### config.mk
export PLATFORM = sky130hd
export DESIGN_NAME = ahb_dual_master_arbiter
export DESIGN_NICKNAME = d
export VERILOG_FILES = /design/src/rtl/ahb_arb_pkg.sv /design/src/rtl/ahb_req_capture.sv /design/src/rtl/ahb_dual_master_arbiter.sv
export SDC_FILE = /design/constraint.sdc
export NUM_CORES = 1
export LEC_CHECK = 0
export ABC_AREA = 1
export CAP_MARGIN = 5
export CORE_AREA = 2 2 123 125
export DETAILED_ROUTE_END_ITERATION = 8
export DIE_AREA = 0 0 125 127
export GPL_TIMING_DRIVEN = 0
export PLACE_DENSITY_LB_ADDON = 0.25
export SLEW_MARGIN = 10
export SYNTH_ARGS = -nofsm -noshare
export SYNTH_HDL_FRONTEND = slang
export SYNTH_SLANG_ARGS = --single-unit
### constraint.sdc
create_clock -name HCLK -period 1.4 [get_ports HCLK]
set_input_delay 0.28 -clock HCLK [delete_from_list [all_inputs] [get_ports HCLK]]
set_output_delay 0.28 -clock HCLK [all_outputs]
set_load 0.02 [all_outputs]
### src/rtl/ahb_arb_pkg.sv
// ---------------------------------------------------------------------------
// ahb_arb_pkg
// Shared definitions for the dual-master AHB arbiter: HTRANS encodings,
// the arbiter FSM state type, the master-index type and small helpers.
// ---------------------------------------------------------------------------
package ahb_arb_pkg;

  localparam logic [1:0] HTRANS_IDLE   = 2'b00;
  localparam logic [1:0] HTRANS_BUSY   = 2'b01;
  localparam logic [1:0] HTRANS_NONSEQ = 2'b10;
  localparam logic [1:0] HTRANS_SEQ    = 2'b11;

  typedef enum logic [1:0] {
    ST_IDLE = 2'd0,
    ST_ADDR = 2'd1,
    ST_DATA = 2'd2
  } arb_state_t;

  // Index of a master: 0 = instruction side, 1 = data side.
  typedef logic mst_idx_t;

  // A transfer is requested only by NONSEQ or SEQ; IDLE and BUSY carry none.
  function automatic logic is_active(input logic [1:0] htrans);
    return (htrans == HTRANS_NONSEQ) || (htrans == HTRANS_SEQ);
  endfunction

  // Round-robin choice between the two pending flags. On a tie the master
  // that was not granted last wins.
  function automatic mst_idx_t pick_grant(input logic     pend0,
                                          input logic     pend1,
                                          input mst_idx_t last);
    if (pend0 && pend1) return mst_idx_t'(~last);
    else if (pend1)     return mst_idx_t'(1'b1);
    else                return mst_idx_t'(1'b0);
  endfunction

endpackage

### src/rtl/ahb_req_capture.sv
// ---------------------------------------------------------------------------
// ahb_req_capture
// Per-master address-phase holding register plus pending flag. A request is
// latched when the master sees HREADY high with HSEL set and an active
// HTRANS; the flag clears when the arbiter completes that master's transfer.
// A capture on the completion edge wins over the clear, so a master can
// issue back-to-back transfers.
//
// Ports:
//   i_clk, i_rst_n        clock, async active-low reset
//   i_hsel, i_htrans      master select and transfer type
//   i_haddr, i_hwrite,
//   i_hsize               master address-phase controls
//   i_hready              HREADY currently driven back to this master
//   i_done                this master's transfer completes this cycle
//   o_pend                request waiting / in flight
//   o_haddr, o_hwrite,
//   o_hsize               latched address-phase controls
// ---------------------------------------------------------------------------
module ahb_req_capture
  import ahb_arb_pkg::*;
#(
  parameter int ADDR_W = 32
) (
  input  logic              i_clk,
  input  logic              i_rst_n,
  input  logic              i_hsel,
  input  logic [1:0]        i_htrans,
  input  logic [ADDR_W-1:0] i_haddr,
  input  logic              i_hwrite,
  input  logic [2:0]        i_hsize,
  input  logic              i_hready,
  input  logic              i_done,
  output logic              o_pend,
  output logic [ADDR_W-1:0] o_haddr,
  output logic              o_hwrite,
  output logic [2:0]        o_hsize
);

  logic              w_capture;
  logic              r_pend;
  logic [ADDR_W-1:0] r_haddr;
  logic              r_hwrite;
  logic [2:0]        r_hsize;

  assign w_capture = i_hready && i_hsel && is_active(i_htrans);

  always_ff @(posedge i_clk or negedge i_rst_n) begin
    if (!i_rst_n) begin
      r_pend   <= 1'b0;
      r_haddr  <= '0;
      r_hwrite <= 1'b0;
      r_hsize  <= 3'd0;
    end else if (w_capture) begin
      r_pend   <= 1'b1;
      r_haddr  <= i_haddr;
      r_hwrite <= i_hwrite;
      r_hsize  <= i_hsize;
    end else if (i_done) begin
      r_pend   <= 1'b0;
    end
  end

  assign o_pend   = r_pend;
  assign o_haddr  = r_haddr;
  assign o_hwrite = r_hwrite;
  assign o_hsize  = r_hsize;

endmodule

### src/rtl/ahb_dual_master_arbiter.sv
// ---------------------------------------------------------------------------
// ahb_dual_master_arbiter
// Shares one AHB slave between an instruction master (M0) and a data master
// (M1). Each master's address phase is buffered in an ahb_req_capture
// instance; an IDLE/ADDR/DATA FSM replays the granted request to the slave
// and routes the data phase back. Ties are broken round-robin.
//
// Ports:
//   HCLK, HRESETn                       clock, async active-low reset
//   mX_HSEL/HADDR/HTRANS/HWRITE/HSIZE   master X address phase
//   mX_HWDATA                           master X write data
//   mX_HRDATA/HREADY/HRESP              response to master X
//   s_HSEL/HADDR/HTRANS/HWRITE/HSIZE    shared-slave address phase
//   s_HWDATA, s_HREADY                  shared-slave write data, bus HREADY
//   s_HRDATA/HREADYOUT/HRESP            shared-slave response
//   grant_o                             master owning the current transfer
// ---------------------------------------------------------------------------
module ahb_dual_master_arbiter
  import ahb_arb_pkg::*;
#(
  parameter int ADDR_W = 32,
  parameter int DATA_W = 32
) (
  input  logic              HCLK,
  input  logic              HRESETn,
  // master 0 (instruction)
  input  logic              m0_HSEL,
  input  logic [ADDR_W-1:0] m0_HADDR,
  input  logic [1:0]        m0_HTRANS,
  input  logic              m0_HWRITE,
  input  logic [2:0]        m0_HSIZE,
  input  logic [DATA_W-1:0] m0_HWDATA,
  output logic [DATA_W-1:0] m0_HRDATA,
  output logic              m0_HREADY,
  output logic              m0_HRESP,
  // master 1 (data)
  input  logic              m1_HSEL,
  input  logic [ADDR_W-1:0] m1_HADDR,
  input  logic [1:0]        m1_HTRANS,
  input  logic              m1_HWRITE,
  input  logic [2:0]        m1_HSIZE,
  input  logic [DATA_W-1:0] m1_HWDATA,
  output logic [DATA_W-1:0] m1_HRDATA,
  output logic              m1_HREADY,
  output logic              m1_HRESP,
  // shared slave
  output logic              s_HSEL,
  output logic [ADDR_W-1:0] s_HADDR,
  output logic [1:0]        s_HTRANS,
  output logic              s_HWRITE,
  output logic [2:0]        s_HSIZE,
  output logic [DATA_W-1:0] s_HWDATA,
  output logic              s_HREADY,
  input  logic [DATA_W-1:0] s_HRDATA,
  input  logic              s_HREADYOUT,
  input  logic              s_HRESP,
  output logic              grant_o
);

  arb_state_t  r_state;
  mst_idx_t    r_grant;
  mst_idx_t    r_last_grant;

  logic              w_pend0, w_pend1;
  logic [ADDR_W-1:0] w_haddr0, w_haddr1;
  logic              w_hwrite0, w_hwrite1;
  logic [2:0]        w_hsize0, w_hsize1;
  logic              w_done0, w_done1;
  logic              w_other_pend;
  mst_idx_t          w_next_grant;
  logic              w_busy;

  assign w_done0 = (r_state == ST_DATA) && (r_grant == 1'b0) && s_HREADYOUT;
  assign w_done1 = (r_state == ST_DATA) && (r_grant == 1'b1) && s_HREADYOUT;

  // HREADY stalls a master only while its buffered request is outstanding.
  assign m0_HREADY = !w_pend0 || w_done0;
  assign m1_HREADY = !w_pend1 || w_done1;

  ahb_req_capture #(.ADDR_W(ADDR_W)) u_cap0 (
    .i_clk    (HCLK),
    .i_rst_n  (HRESETn),
    .i_hsel   (m0_HSEL),
    .i_htrans (m0_HTRANS),
    .i_haddr  (m0_HADDR),
    .i_hwrite (m0_HWRITE),
    .i_hsize  (m0_HSIZE),
    .i_hready (m0_HREADY),
    .i_done   (w_done0),
    .o_pend   (w_pend0),
    .o_haddr  (w_haddr0),
    .o_hwrite (w_hwrite0),
    .o_hsize  (w_hsize0)
  );

  ahb_req_capture #(.ADDR_W(ADDR_W)) u_cap1 (
    .i_clk    (HCLK),
    .i_rst_n  (HRESETn),
    .i_hsel   (m1_HSEL),
    .i_htrans (m1_HTRANS),
    .i_haddr  (m1_HADDR),
    .i_hwrite (m1_HWRITE),
    .i_hsize  (m1_HSIZE),
    .i_hready (m1_HREADY),
    .i_done   (w_done1),
    .o_pend   (w_pend1),
    .o_haddr  (w_haddr1),
    .o_hwrite (w_hwrite1),
    .o_hsize  (w_hsize1)
  );

  assign w_next_grant = pick_grant(w_pend0, w_pend1, r_last_grant);
  // Uses the pend value before the completion edge, so a re-request by the
  // just-served master cannot beat a master that was already waiting.
  assign w_other_pend = r_grant ? w_pend0 : w_pend1;

  always_ff @(posedge HCLK or negedge HRESETn) begin
    if (!HRESETn) begin
      r_state      <= ST_IDLE;
      r_grant      <= 1'b0;
      r_last_grant <= 1'b0;
    end else begin
      case (r_state)
        ST_IDLE: begin
          if (w_pend0 || w_pend1) begin
            r_grant      <= w_next_grant;
            r_last_grant <= w_next_grant;
            r_state      <= ST_ADDR;
          end
        end
        ST_ADDR: r_state <= ST_DATA;
        ST_DATA: begin
          if (s_HREADYOUT) begin
            if (w_other_pend) begin
              r_grant      <= mst_idx_t'(~r_grant);
              r_last_grant <= mst_idx_t'(~r_grant);
              r_state      <= ST_ADDR;
            end else begin
              r_state      <= ST_IDLE;
            end
          end
        end
        default: r_state <= ST_IDLE;
      endcase
    end
  end

  assign grant_o = r_grant;
  // Read data is only steered while a transfer is in progress.
  assign w_busy  = (r_state != ST_IDLE);

  always_comb begin
    s_HSEL    = 1'b0;
    s_HADDR   = '0;
    s_HTRANS  = HTRANS_IDLE;
    s_HWRITE  = 1'b0;
    s_HSIZE   = 3'd0;
    s_HWDATA  = '0;
    s_HREADY  = 1'b1;
    m0_HRDATA = '0;
    m1_HRDATA = '0;
    m0_HRESP  = 1'b0;
    m1_HRESP  = 1'b0;

    if (r_state == ST_ADDR) begin
      s_HSEL   = 1'b1;
      s_HTRANS = HTRANS_NONSEQ;
      s_HADDR  = r_grant ? w_haddr1  : w_haddr0;
      s_HWRITE = r_grant ? w_hwrite1 : w_hwrite0;
      s_HSIZE  = r_grant ? w_hsize1  : w_hsize0;
    end

    if (r_state == ST_DATA) begin
      s_HWDATA = r_grant ? m1_HWDATA : m0_HWDATA;
      s_HREADY = s_HREADYOUT;
    end

    if (w_busy && (r_grant == 1'b0)) m0_HRDATA = s_HRDATA;
    if (w_busy && (r_grant == 1'b1)) m1_HRDATA = s_HRDATA;

    if (w_done0) m0_HRESP = s_HRESP;
    if (w_done1) m1_HRESP = s_HRESP;
  end

endmodule

* After elaboration in Yosys (flattened, before gate mapping)
Cells that the tools add are included.
Operators by class: equality and inequality tests 9, reduce and logical (&&, ||, !) cells 25, bitwise gates (word level) 1, mux-type cells 30
Operators by type and width (number):
- 32-bit 2-to-1 mux | 6
- 1-bit 2-to-1 mux | 17
- 1-bit logical AND | 11
- 2-bit equality test, second input constant | 5
- 2-bit nonzero test | 4
- 2-bit 2-to-1 mux | 3
- 3-bit 2-to-1 mux | 2
- 2-bit != test, second input constant | 3
- 2-bit case mux with 3 select lines | 1
- 1-bit logical OR | 5
- 4-bit AND reduction | 1
- 2-bit by 1-bit equality test with 1-bit output, second input constant | 1
- 1-bit zero test | 2
- 2-bit zero test | 1
- 1-bit case mux with 2 select lines | 1
- 2-bit AND reduction | 1
- 1-bit inverter | 1
Storage, ports and cells: word-level logic and storage cells 75, output and inout bits 141, input port bits 178, flip-flop bits (word level) 77

* Depth between registers and ports, before layout
Gate-level depths: netlist (run 1).
depth after elaboration 7, mapped depth 8, mapped depth without buffers 7

* Cells and area by module
Synthesis (run 1) repeated with hierarchy kept, for this count alone.
Second synthesis, totals: cells, all modules 699, area, all modules 4764.6 µm²
Modules (own cells, without submodules):
- ahb_req_capture | cells an instance 163, area an instance 1549.0 µm², seq. area each 925.9 µm², instances 2
- ahb_dual_master_arbiter | cells an instance 373, area an instance 1666.6 µm², seq. area each 75.1 µm², instances 1

* Worst setup path before layout (run 1)
No wires, ideal clock.
path kind register -> output, from register r_state[1], to output port s_HADDR[22], required time 1.120 ns, path slack -0.313 ns, buffers on the path 2, stages on the path, launching flop included 6, arrival time 1.433 ns, cells stage by stage dfrtp_1 -> buf_4 -> nor2_2 -> inv_2 -> buf_2 -> a21oi_1
On the way: longest elaborated chain between the ends 2
Ends and longest elaborated chain:
- start, declared | line ahb_dual_master_arbiter.sv:60 | arb_state_t r_state;
- start signal, assigned | line ahb_dual_master_arbiter.sv:119 | r_state <= ST_IDLE;
- start signal, assigned | line ahb_dual_master_arbiter.sv:128 | r_state <= ST_ADDR;
- start signal, assigned | line ahb_dual_master_arbiter.sv:131 | ST_ADDR: r_state <= ST_DATA;
- 2-bit by 1-bit equality test with 1-bit output | line ahb_dual_master_arbiter.sv:165 | if (r_state == ST_ADDR) begin
- 32-bit 2-to-1 mux | line ahb_dual_master_arbiter.sv:165
- end, declared | line ahb_dual_master_arbiter.sv:48 | output logic [ADDR_W-1:0] s_HADDR,
No other way between the ends.

* Final worst setup path (run 1)
from register r_state[0], to output port s_HWDATA[2]
On the way: longest elaborated chain between the ends 2
Ends and longest elaborated chain:
- 2-bit equality test | line ahb_dual_master_arbiter.sv:173 | if (r_state == ST_DATA) begin
- 32-bit 2-to-1 mux | line ahb_dual_master_arbiter.sv:173
- end, declared | line ahb_dual_master_arbiter.sv:52 | output logic [DATA_W-1:0] s_HWDATA,
No other way between the ends.

==> results of run 1 <==
## per-layer routing
layer / vias up / GRT usage (%) / wire length [um] / part of all wire [%]
met4: 0 / 11.3 / 813 / 3.7
met3: 39 / 3.94 / 999 / 4.6
met2: 209 / 46.8 / 11600 / 53
met1: 2752 / 30.6 / 8490 / 39
met5: - / 0 / 0 / 0
li1: 2903 / - / - / -
## worst max-delay path by stage
stage / from / endpoint / slack [ns] / depth (start not counted)
global route: r_state[0] / s_HTRANS[1] / -0.59 / 6
floorplan: r_state[0] / s_HADDR[10] / -0.06 / 5
CTS: r_state[0] / m1_HRDATA[24] / -0.63 / 5
finish: r_state[0] / s_HWDATA[2] / -0.56 / 6
global placement: HRESETn / r_last_grant / -3.02 / 1
detailed placement: s_HREADYOUT / m0_HREADY / -0.97 / 5
## power groups by stage
stage / Sequential [mW] / Clock (mW) / Combinational (mW)
3_3_place_gp: 3.81 / 0 / 12.0
6_report: 3.90 / 2.71 / 15.3
5_1_grt: 4.01 / 2.85 / 16.2
2_1_floorplan: 3.72 / 0 / 7.66
4_1_cts: 3.86 / 2.75 / 13.5
3_5_place_dp: 3.85 / 0 / 12.1
## cells in the final DEF, fill, tap and decap left out, types with 2 or more instances in the layout
master	synthesis	routed
nor2_4	0	23
buf_8	0	10
nand2_4	3	5
inv_2	6	4
clkbuf_8	0	4
clkbuf_1	12	4
nand2_1	295	290
o21ai_4	0	2
diode_2	0	2
buf_1	2	2
bufinv_16	0	3
nor2_1	72	9
clkdlybuf4s50_1	0	174
nor2_2	1	41
inv_1	36	35
buf_2	21	5
buf_12	0	15
clkinvlp_4	0	2
nand3_1	74	74
clkbuf_4	0	2
buf_4	6	83
a21oi_4	0	59
dfrtp_2	0	2
clkbuf_16	0	14
nand2_2	1	4
nand4_4	1	2
buf_6	9	92
buf_16	0	4
inv_8	0	2
dfrtp_1	77	75
a21oi_2	0	9
clkbuf_2	0	8
## registers in the layout, summed over array words and instances, names as in the netlist
name / cells
u_cap1.o_hsize: 3
u_cap1.o_haddr: 32
u_cap1.o_pend: 1
u_cap1.o_hwrite: 1
r_state: 2
u_cap0.o_hsize: 3
u_cap0.o_hwrite: 1
u_cap0.o_pend: 1
r_last_grant: 1
u_cap0.o_haddr: 32
## layout make-up
cell class / instances / area, sq um
Sequential cell: 77 / 1930
Timing Repair Buffer: 361 / 3660
Fill cell: 1145 / 4250
Multi-Input combinational cell: 520 / 3210
Clock inverter: 6 / 110
Timing Repair inverter: 1 / 6.26
Buffer: 49 / 598
Clock buffer: 10 / 239
Inverter: 42 / 178
Antenna cell: 2 / 5.00
Tap cell: 184 / 230
## logic make-up (layout without fill, tap and decap cells)
| family | after synthesis | after routing | share of synthesized area (%) |
|---|---|---|---|
| AND/OR/NAND/NOR | 448 | 448 | 40.0 |
| flip-flops | 77 | 77 | 42.1 |
| other | 1 | 3 | 0.0820 |
| buffers and inverters | 92 | 469 | 10.1 |
| AO/OA/AOI/OAI | 71 | 71 | 7.77 |
## stage by stage
| stage | setup TNS (ns) | instance area (sq um) |
|---|---|---|
| after global routing | -81.29 | 10200 |
| after CTS | -71.36 | 9620 |
| final | -69.45 | 10200 |
| after floorplan | -5.32 | 5470 |
| after detailed placement | -116.12 | 8870 |
| after global placement | -325.36 | 8850 |
## critical path, cell delays in order, from the launching register on
cell     delay (ns)
dfrtp_2        0.45
buf_6          0.14
nor2_4         0.19
inv_8          0.10
buf_12         0.16
a21oi_4        0.15
buf_6          0.15
## repair_timing
item | 4_1_cts | 5_1_grt
buffers inserted | 18 | 17
hold buffers | 1 | 0
pin swaps | 5 | 9
endpoints found under the setup margin | 183 | 202
cloned | 6 | 5
endpoints found under the hold margin | 39 | 0
resized for setup | 631 | 269
==> flow_summary.ini, run 1 <==
[placement]
dp_slack_ns = -0.970
dp_hpwl_mm = 16.1
gp_congestion = 0.862
portBuffers = 315
dp.cells = 1189

[cts]
ctsHtreeMaxLevel = 3
cts_sinks = 77
clk_pin_slew_worst_paths_ns = 0.06
root_buffer = clkbuf_16
clock_path_buffers = 2
numCtsBuffers = 9
cts_tree = built
clk_latency_ns = 0.33

[logic_synthesis]
syn_area_sq_um = 4580
synth_edf_count = 0
netlist_top_cells_area = dfrtp_1 (42%), nand2_1 (24%), nand3_1 (8.1%)
synthFlopType = dfrtp_1
synth-seq-cells = 77
synth_most_common_cell = nand2_1
ys_types = 19
synth.top_cell.area_share_pct = 42.1
syn-instance-count = 689
synthArstFlopShare_pct = 100
avgSynthCellArea_sq_um = 6.64
ys_seq_area_share_pct = 42.1
mappedNetlistNets = 867
synthTopCellsByCount = nand2_1 (295), dfrtp_1 (77), nand3_1 (74), nor2_1 (72), a21oi_1 (69)
yosys_warnings = 0
yosys.area.top_type = dfrtp_1

[timing]
fmax_mhz = 510
timing.final.ws_setup_ns = -0.561
worst_slew_pin_slew_ns = 0.535
slew_violations = 0
post-route-period-util_pct = 140
setup_viol = 200
max_slew_margin_pct = 64.3
finalHoldViolCount = 0
clock_skew_ns = 0.00568
rsz0062_at_grt = yes
whs_ns = 0.457
post-route-min-period_ns = 1.96

[floorplanning]
core_sq_um = 14400
rows = 44
die_area_sq_um = 15900
start_util_pct = 31.7
io_pins = 319
die_x_um = 125
die_h_um = 127

[grt]
grt_pass1_wl_mm = 32.1
grt_pass1_vias = 5737
grt_max_degree = 41
overflow = 0
grt_usage_pct = 25.9
antenna_found_initial = 2

[setup_path]
startpoint_type = register
r2r-end = u_cap0.o_haddr[6]
crit_path_max_fanout = 8
required_ns = 1.12
r2r-start = r_last_grant
crit_path_end_kind = output pin
ff2ff_path_depth = 9
worstSetupPathType = reg -> out
r2r_slack_ns = -0.14
cp.arrival_ns = 1.68

[outcome]
status = complete, but fails checks
violations = negative setup slack

[power_and_ir_drop]
p_clk_share_pct = 12.3
ir_drop_mv = 1.26
p_sw_mw = 9.82
power.density_nw_per_um2 = 2160
internal_power_mw = 12.1
leakagePower_nw = 4.71
power_frac_seq_pct = 17.8
pwr-share-comb_pct = 69.9
total_power_mw = 21.9
power_switching_share_pct = 44.8

[hold_path]
hold_class = in -> async

[cells_and_area]
nNetsFinal = 1239
area_delta_synth_final_pct = 122
final_cells = 1252
final_core_util_pct = 70.5
drive_above_1_share_pct = 37.3

[drt]
drt_drc_violations_left = 0
drtIter0Drc = 268
vias = 5903
viasPerCell = 4.71
wire_per_inst_um = 17.5
postRouteAntennaNets = 0
wl_mm = 21.9
drt-pass1-iter-count = 5

[run]
cap_violations = 0
Note: power is estimated with default switching activity, not from simulation.
==> inputs of run 2 (changes only) <==
--- a/config.mk
+++ b/config.mk
@@ -7,9 +7,11 @@
 export LEC_CHECK = 0
 export ABC_AREA = 1
 export CAP_MARGIN = 5
-export CORE_AREA = 2 2 123 125
+export CELL_PAD_IN_SITES_DETAIL_PLACEMENT = 1
+export CELL_PAD_IN_SITES_GLOBAL_PLACEMENT = 1
+export CORE_MARGIN = 2
+export CORE_UTILIZATION = 23
 export DETAILED_ROUTE_END_ITERATION = 8
-export DIE_AREA = 0 0 125 127
 export GPL_TIMING_DRIVEN = 0
 export PLACE_DENSITY_LB_ADDON = 0.25
 export SLEW_MARGIN = 10
==> run 2 against run 1 <==
  * Worst setup slack lost 0.0084 ns
  * Via count up 6.5%
  * The run still ends with negative setup slack left
  * Design area increased by 12%
  * Largest power group unchanged
  * Sequential cell count unchanged
  * Die area rose by 33%
  * Critical endpoint is now s_HWDATA[5]
  * Sequential power grew 5.9%
  * Clock skew increased by 0.0011 ns
  * Cell count increased by 7.3%
  * Highest routed layer is now met5
  * Clock power grew 1%
==> flow_summary.ini, run 2 (synthesis gave the netlist of run 1 again) <==
[drt]
drt_drc_violations_left = 0
postRouteAntennaNets = 0
drt-pass1-iter-count = 4
wl_mm = 27.5
viasPerCell = 4.68
wire_per_inst_um = 20.5
vias = 6286
drtIter0Drc = 152

[power_and_ir_drop]
power.density_nw_per_um2 = 2160
ir_drop_mv = 0.916
leakagePower_nw = 4.99

[setup_path]
r2r_slack_ns = -0.30
worstSetupPathType = reg -> out
crit_path_max_fanout = 8
cp.arrival_ns = 1.69
crit_path_end_kind = output pin
startpoint_type = register
required_ns = 1.12

[cts]
cts_sinks = 77
numCtsBuffers = 9
cts_tree = built
root_buffer = clkbuf_16
clk_pin_slew_worst_paths_ns = 0.06
clk_latency_ns = 0.33
ctsHtreeMaxLevel = 3
clock_path_buffers = 2

[timing]
clock_skew_ns = 0.00682
fmax_mhz = 508
slew_violations = 0
post-route-period-util_pct = 141
post-route-min-period_ns = 1.97
setup_viol = 207
finalHoldViolCount = 0
rsz0062_at_grt = yes
whs_ns = 0.466
worst_slew_pin_slew_ns = 0.543
max_slew_margin_pct = 63.8
tns_ns = -80.34
timing.final.ws_setup_ns = -0.569

[grt]
antenna_found_initial = 4
overflow = 0
grt_usage_pct = 21.9
grt_max_degree = 40
grt_pass1_wl_mm = 36.0
grt_pass1_vias = 6097

[placement]
dp_hpwl_mm = 17.9
dp.cells = 1270
portBuffers = 315
gp_congestion = 0.863

[floorplanning]
start_util_pct = 23.5
rows = 51
io_pins = 319
die_area_sq_um = 21000
die_h_um = 145
core_sq_um = 19500
die_x_um = 145

[cells_and_area]
final_core_util_pct = 58.7
final_cells = 1343
layout_common_cells = nand2_1 (212), clkdlybuf4s50_1 (174), buf_6 (155)
area_delta_synth_final_pct = 150
nNetsFinal = 1248
drive_above_1_share_pct = 47.6
final_common_cell = nand2_1

[hold_path]
hold_class = in -> async

[run]
cap_violations = 0

[outcome]
status = complete, but fails checks
violations = negative setup slack
-- run 2: cell types whose count changed in the layout (fill, tap and decap cells not counted), moves of 14 or more --
cell | previous run | this run
nand2_1 | 290 | 212
nand2_2 | 4 | 68
buf_6 | 92 | 155
buf_4 | 83 | 26
nor2_2 | 41 | 9
nor2_4 | 23 | 55
nand3_1 | 74 | 52
nand3_2 | 0 | 21
nand2_4 | 5 | 19
-- run 2: repair_timing --
action / CTS / global route
endpoints found under the hold margin: 38 / 0
pin swaps: 4 / 30
buffers inserted: 16 / 20
hold buffers: 1 / 0
resized for setup: 789 / 397
gates cloned: 6 / 15
endpoints found under the setup margin: 201 / 206
-- run 2: critical path: stages (launching register included) --
cell	delay, ns
dfrtp_1	0.36
buf_6	0.16
inv_2	0.06
nor2_4	0.19
inv_8	0.10
clkbuf_16	0.19
a21oi_4	0.13
buf_6	0.16
-- run 2: per-layer routing --
metal / vias up / track usage, % / part of all wire (%)
met5: - / 0 / 0.047
met4: 2 / 5.20 / 3.8
met3: 51 / 4.18 / 5.1
met2: 235 / 40.3 / 53
met1: 3082 / 26.1 / 38
li1: 2916 / - / -
-- run 2: layout make-up --
class / count / area [sq um]
fill: 2125 / 8040
timing repair buffer: 370 / 4140
multi-input combinational: 521 / 3780
sequential: 77 / 1930
buffer: 49 / 696
tap: 265 / 332
clock buffer: 11 / 253
inverter: 42 / 183
clock inverter: 4 / 95.1
antenna: 4 / 10.0
-- run 2: worst paths after layout --
| path | start | end | cells past startpoint |
|---|---|---|---|
| worst min-delay path | HRESETn | u_cap1.o_haddr[7] | 2 |
| worst min register to register | u_cap0.o_hwrite | u_cap0.o_hwrite | 2 |
| min in group HCLK | u_cap0.o_hwrite | u_cap0.o_hwrite | 2 |
| worst max-delay path | r_state[1] | s_HWDATA[5] | 7 |
| worst max register to register | r_state[1] | u_cap1.o_haddr[3] | 11 |
| max in group asynchronous | HRESETn | r_last_grant | 3 |
-- run 2: through the flow --
stage               cell area (sq um)  setup WS [ns]  power [mW]
detailed placement               8970         -0.980        16.2
global placement                 8950          -3.26        16.0
finish                          11400         -0.569        24.7
floorplan                        5470        -0.0618        11.4
global route                    11400         -0.616        25.9
CTS                              9650         -0.537        20.6
-- run 2: report_power, final --
part	internal [mW]	switching (mW)	total, mW
combinational	8.41	9.38	17.8
sequential	3.26	0.870	4.13
clock	1.83	0.925	2.75
==> inputs of run 3 (changes only) <==
--- a/config.mk
+++ b/config.mk
@@ -14,6 +14,7 @@
 export DETAILED_ROUTE_END_ITERATION = 8
 export GPL_TIMING_DRIVEN = 0
 export PLACE_DENSITY_LB_ADDON = 0.25
+export SKIP_CTS_REPAIR_TIMING = 1
 export SLEW_MARGIN = 10
 export SYNTH_ARGS = -nofsm -noshare
 export SYNTH_HDL_FRONTEND = slang
==> run 3 against run 2 <==
  * The run still ends with negative setup slack left
  * Maximum frequency is 1.4% higher
  * Worst hold slack better by 0.0022 ns
  * Critical path type unchanged
  * Routed wire length is 12% lower
  * Sequential cell count stayed put
  * Non-clock buffer count is 33 lower
  * Cell count is 2.8% lower
  * Utilization is 6.3 points lower
  * Die area stayed put
  * Combinational power is 16% lower
  * Largest power group unchanged
  * Sequential share of layout area is 2.0 points higher
  * Worst setup slack better by 0.028 ns
==> flow_summary.ini, run 3 (synthesis gave the netlist of run 1 again) <==
[power_and_ir_drop]
power_frac_seq_pct = 18.0
leakagePower_nw = 4.61
power.density_nw_per_um2 = 2120
power_switching_share_pct = 45.6
total_power_mw = 21.6
internal_power_mw = 11.7
pwr-share-comb_pct = 69.3
p_sw_mw = 9.85
p_clk_share_pct = 12.8
ir_drop_mv = 0.798

[setup_path]
crit_top_cell = buf_6
crit_path_max_fanout = 6
startpoint_type = register
crit_path_max_incr_delay_ns = 0.45
r2r-start = r_last_grant
r2r_slack_ns = -0.11
crit_chain = buf_6, o21ai_4, buf_12, clkbuf_16, nor2_2, buf_6
ff2ff_path_depth = 7
required_ns = 1.12
crit_path_end_kind = output pin
r2r-end = u_cap0.o_hsize[2]
critical-path-slowest-cell = dfrtp_2
cp.arrival_ns = 1.66
worstSetupPathType = reg -> out

[timing]
worst_slew_pin_slew_ns = 0.543
clock_skew_ns = 0.00983
finalHoldViolCount = 0
timing.final.ws_setup_ns = -0.541
slew_violations = 0
rsz0062_at_grt = yes
post-route-min-period_ns = 1.94
post-route-period-util_pct = 139
max_slew_margin_pct = 63.8
fmax_mhz = 515
setup_viol = 173
whs_ns = 0.469

[drt]
drtIter0Drc = 171
wire_per_inst_um = 18.5
drt_drc_violations_left = 0
postRouteAntennaNets = 0
viasPerCell = 4.53
vias = 5918
drt-pass1-iter-count = 4
wl_mm = 24.2

[cells_and_area]
final_core_util_pct = 52.4
drive_above_1_share_pct = 35.7
fill_cells = 2252
nNetsFinal = 1214
area_delta_synth_final_pct = 123
final_cells = 1306
final_common_cell = nand2_1
layout_common_cells = nand2_1 (289), clkdlybuf4s50_1 (174), buf_6 (129)

[cts]
clk_pin_slew_worst_paths_ns = 0.06
numCtsBuffers = 9
root_buffer = clkbuf_16
clock_path_buffers = 2
cts_tree = built
cts_sinks = 77
ctsHtreeMaxLevel = 3
clk_latency_ns = 0.33

[placement]
portBuffers = 315
gp_congestion = 0.863
dp_slack_ns = -0.980
dp_hpwl_mm = 17.9
dp.cells = 1270

[floorplanning]
io_pins = 319
rows = 51
die_area_sq_um = 21000
start_util_pct = 23.5
die_h_um = 145
core_sq_um = 19500
die_x_um = 145

[outcome]
violations = negative setup slack
status = complete, but fails checks

[grt]
grt_pass1_vias = 5837
antenna_found_initial = 2
grt_usage_pct = 20.8
overflow = 0
grt_max_degree = 40
grt_pass1_wl_mm = 34.3

[hold_path]
hold_class = in -> async

[run]
cap_violations = 0
==> run 3: layout make-up <==
cell class	instances	area [sq um]	share of cell area [%]
Inverter	42	175	1.72
Clock inverter	4	95.1	0.933
Buffer	50	576	5.65
Tap cell	265	332	3.25
Timing Repair Buffer	336	3580	35.1
Antenna cell	1	2.50	0.0246
Clock buffer	11	253	2.48
Multi-Input combinational cell	520	3250	31.9
Sequential cell	77	1930	18.9
==> run 3: through the flow <==
| stage | TNS, ns | cell area [sq um] |
|---|---|---|
| after global placement | -348.09 | 8950 |
| after global routing | -76.79 | 10200 |
| after detailed placement | -123.88 | 8970 |
| final | -63.96 | 10200 |
| after CTS | -153.62 | 9320 |
| after floorplan | -5.32 | 5470 |
==> run 3: power by group through the flow <==
stage / logic [mW] / clock network (mW) / registers [mW]
2_1_floorplan: 7.66 / 0 / 3.72
5_1_grt: 15.9 / 2.90 / 4.00
3_3_place_gp: 12.2 / 0 / 3.82
6_report: 15.0 / 2.76 / 3.88
4_1_cts: 12.4 / 2.81 / 3.84
3_5_place_dp: 12.3 / 0 / 3.86
==> run 3: worst max-delay path: cells and delay by family, from the launching register on <==
family / cells / cell delay [ns]
compound gates: 1 / 0.22
buf+inv: 4 / 0.61
flops: 1 / 0.45
simple gates: 1 / 0.04
==> run 3: worst max path at each step <==
stage / end / slack (ns) / from
2_1_floorplan: s_HADDR[10] / -0.06 / r_state[0]
3_3_place_gp: r_last_grant / -3.26 / HRESETn
3_5_place_dp: m0_HREADY / -0.98 / s_HREADYOUT
4_1_cts: s_HWDATA[3] / -1.23 / r_state[1]
5_1_grt: m1_HRDATA[12] / -0.59 / r_state[0]
6_report: m1_HRDATA[10] / -0.54 / r_state[0]
==> run 3: layer usage <==
metal / vias up / track usage (%) / routed length, um
met4: 2 / 5.00 / 453
li1: 2847 / - / -
met3: 30 / 4.31 / 1180
met5: - / 0 / 13
met2: 200 / 38.0 / 12800
met1: 2839 / 24.8 / 9780
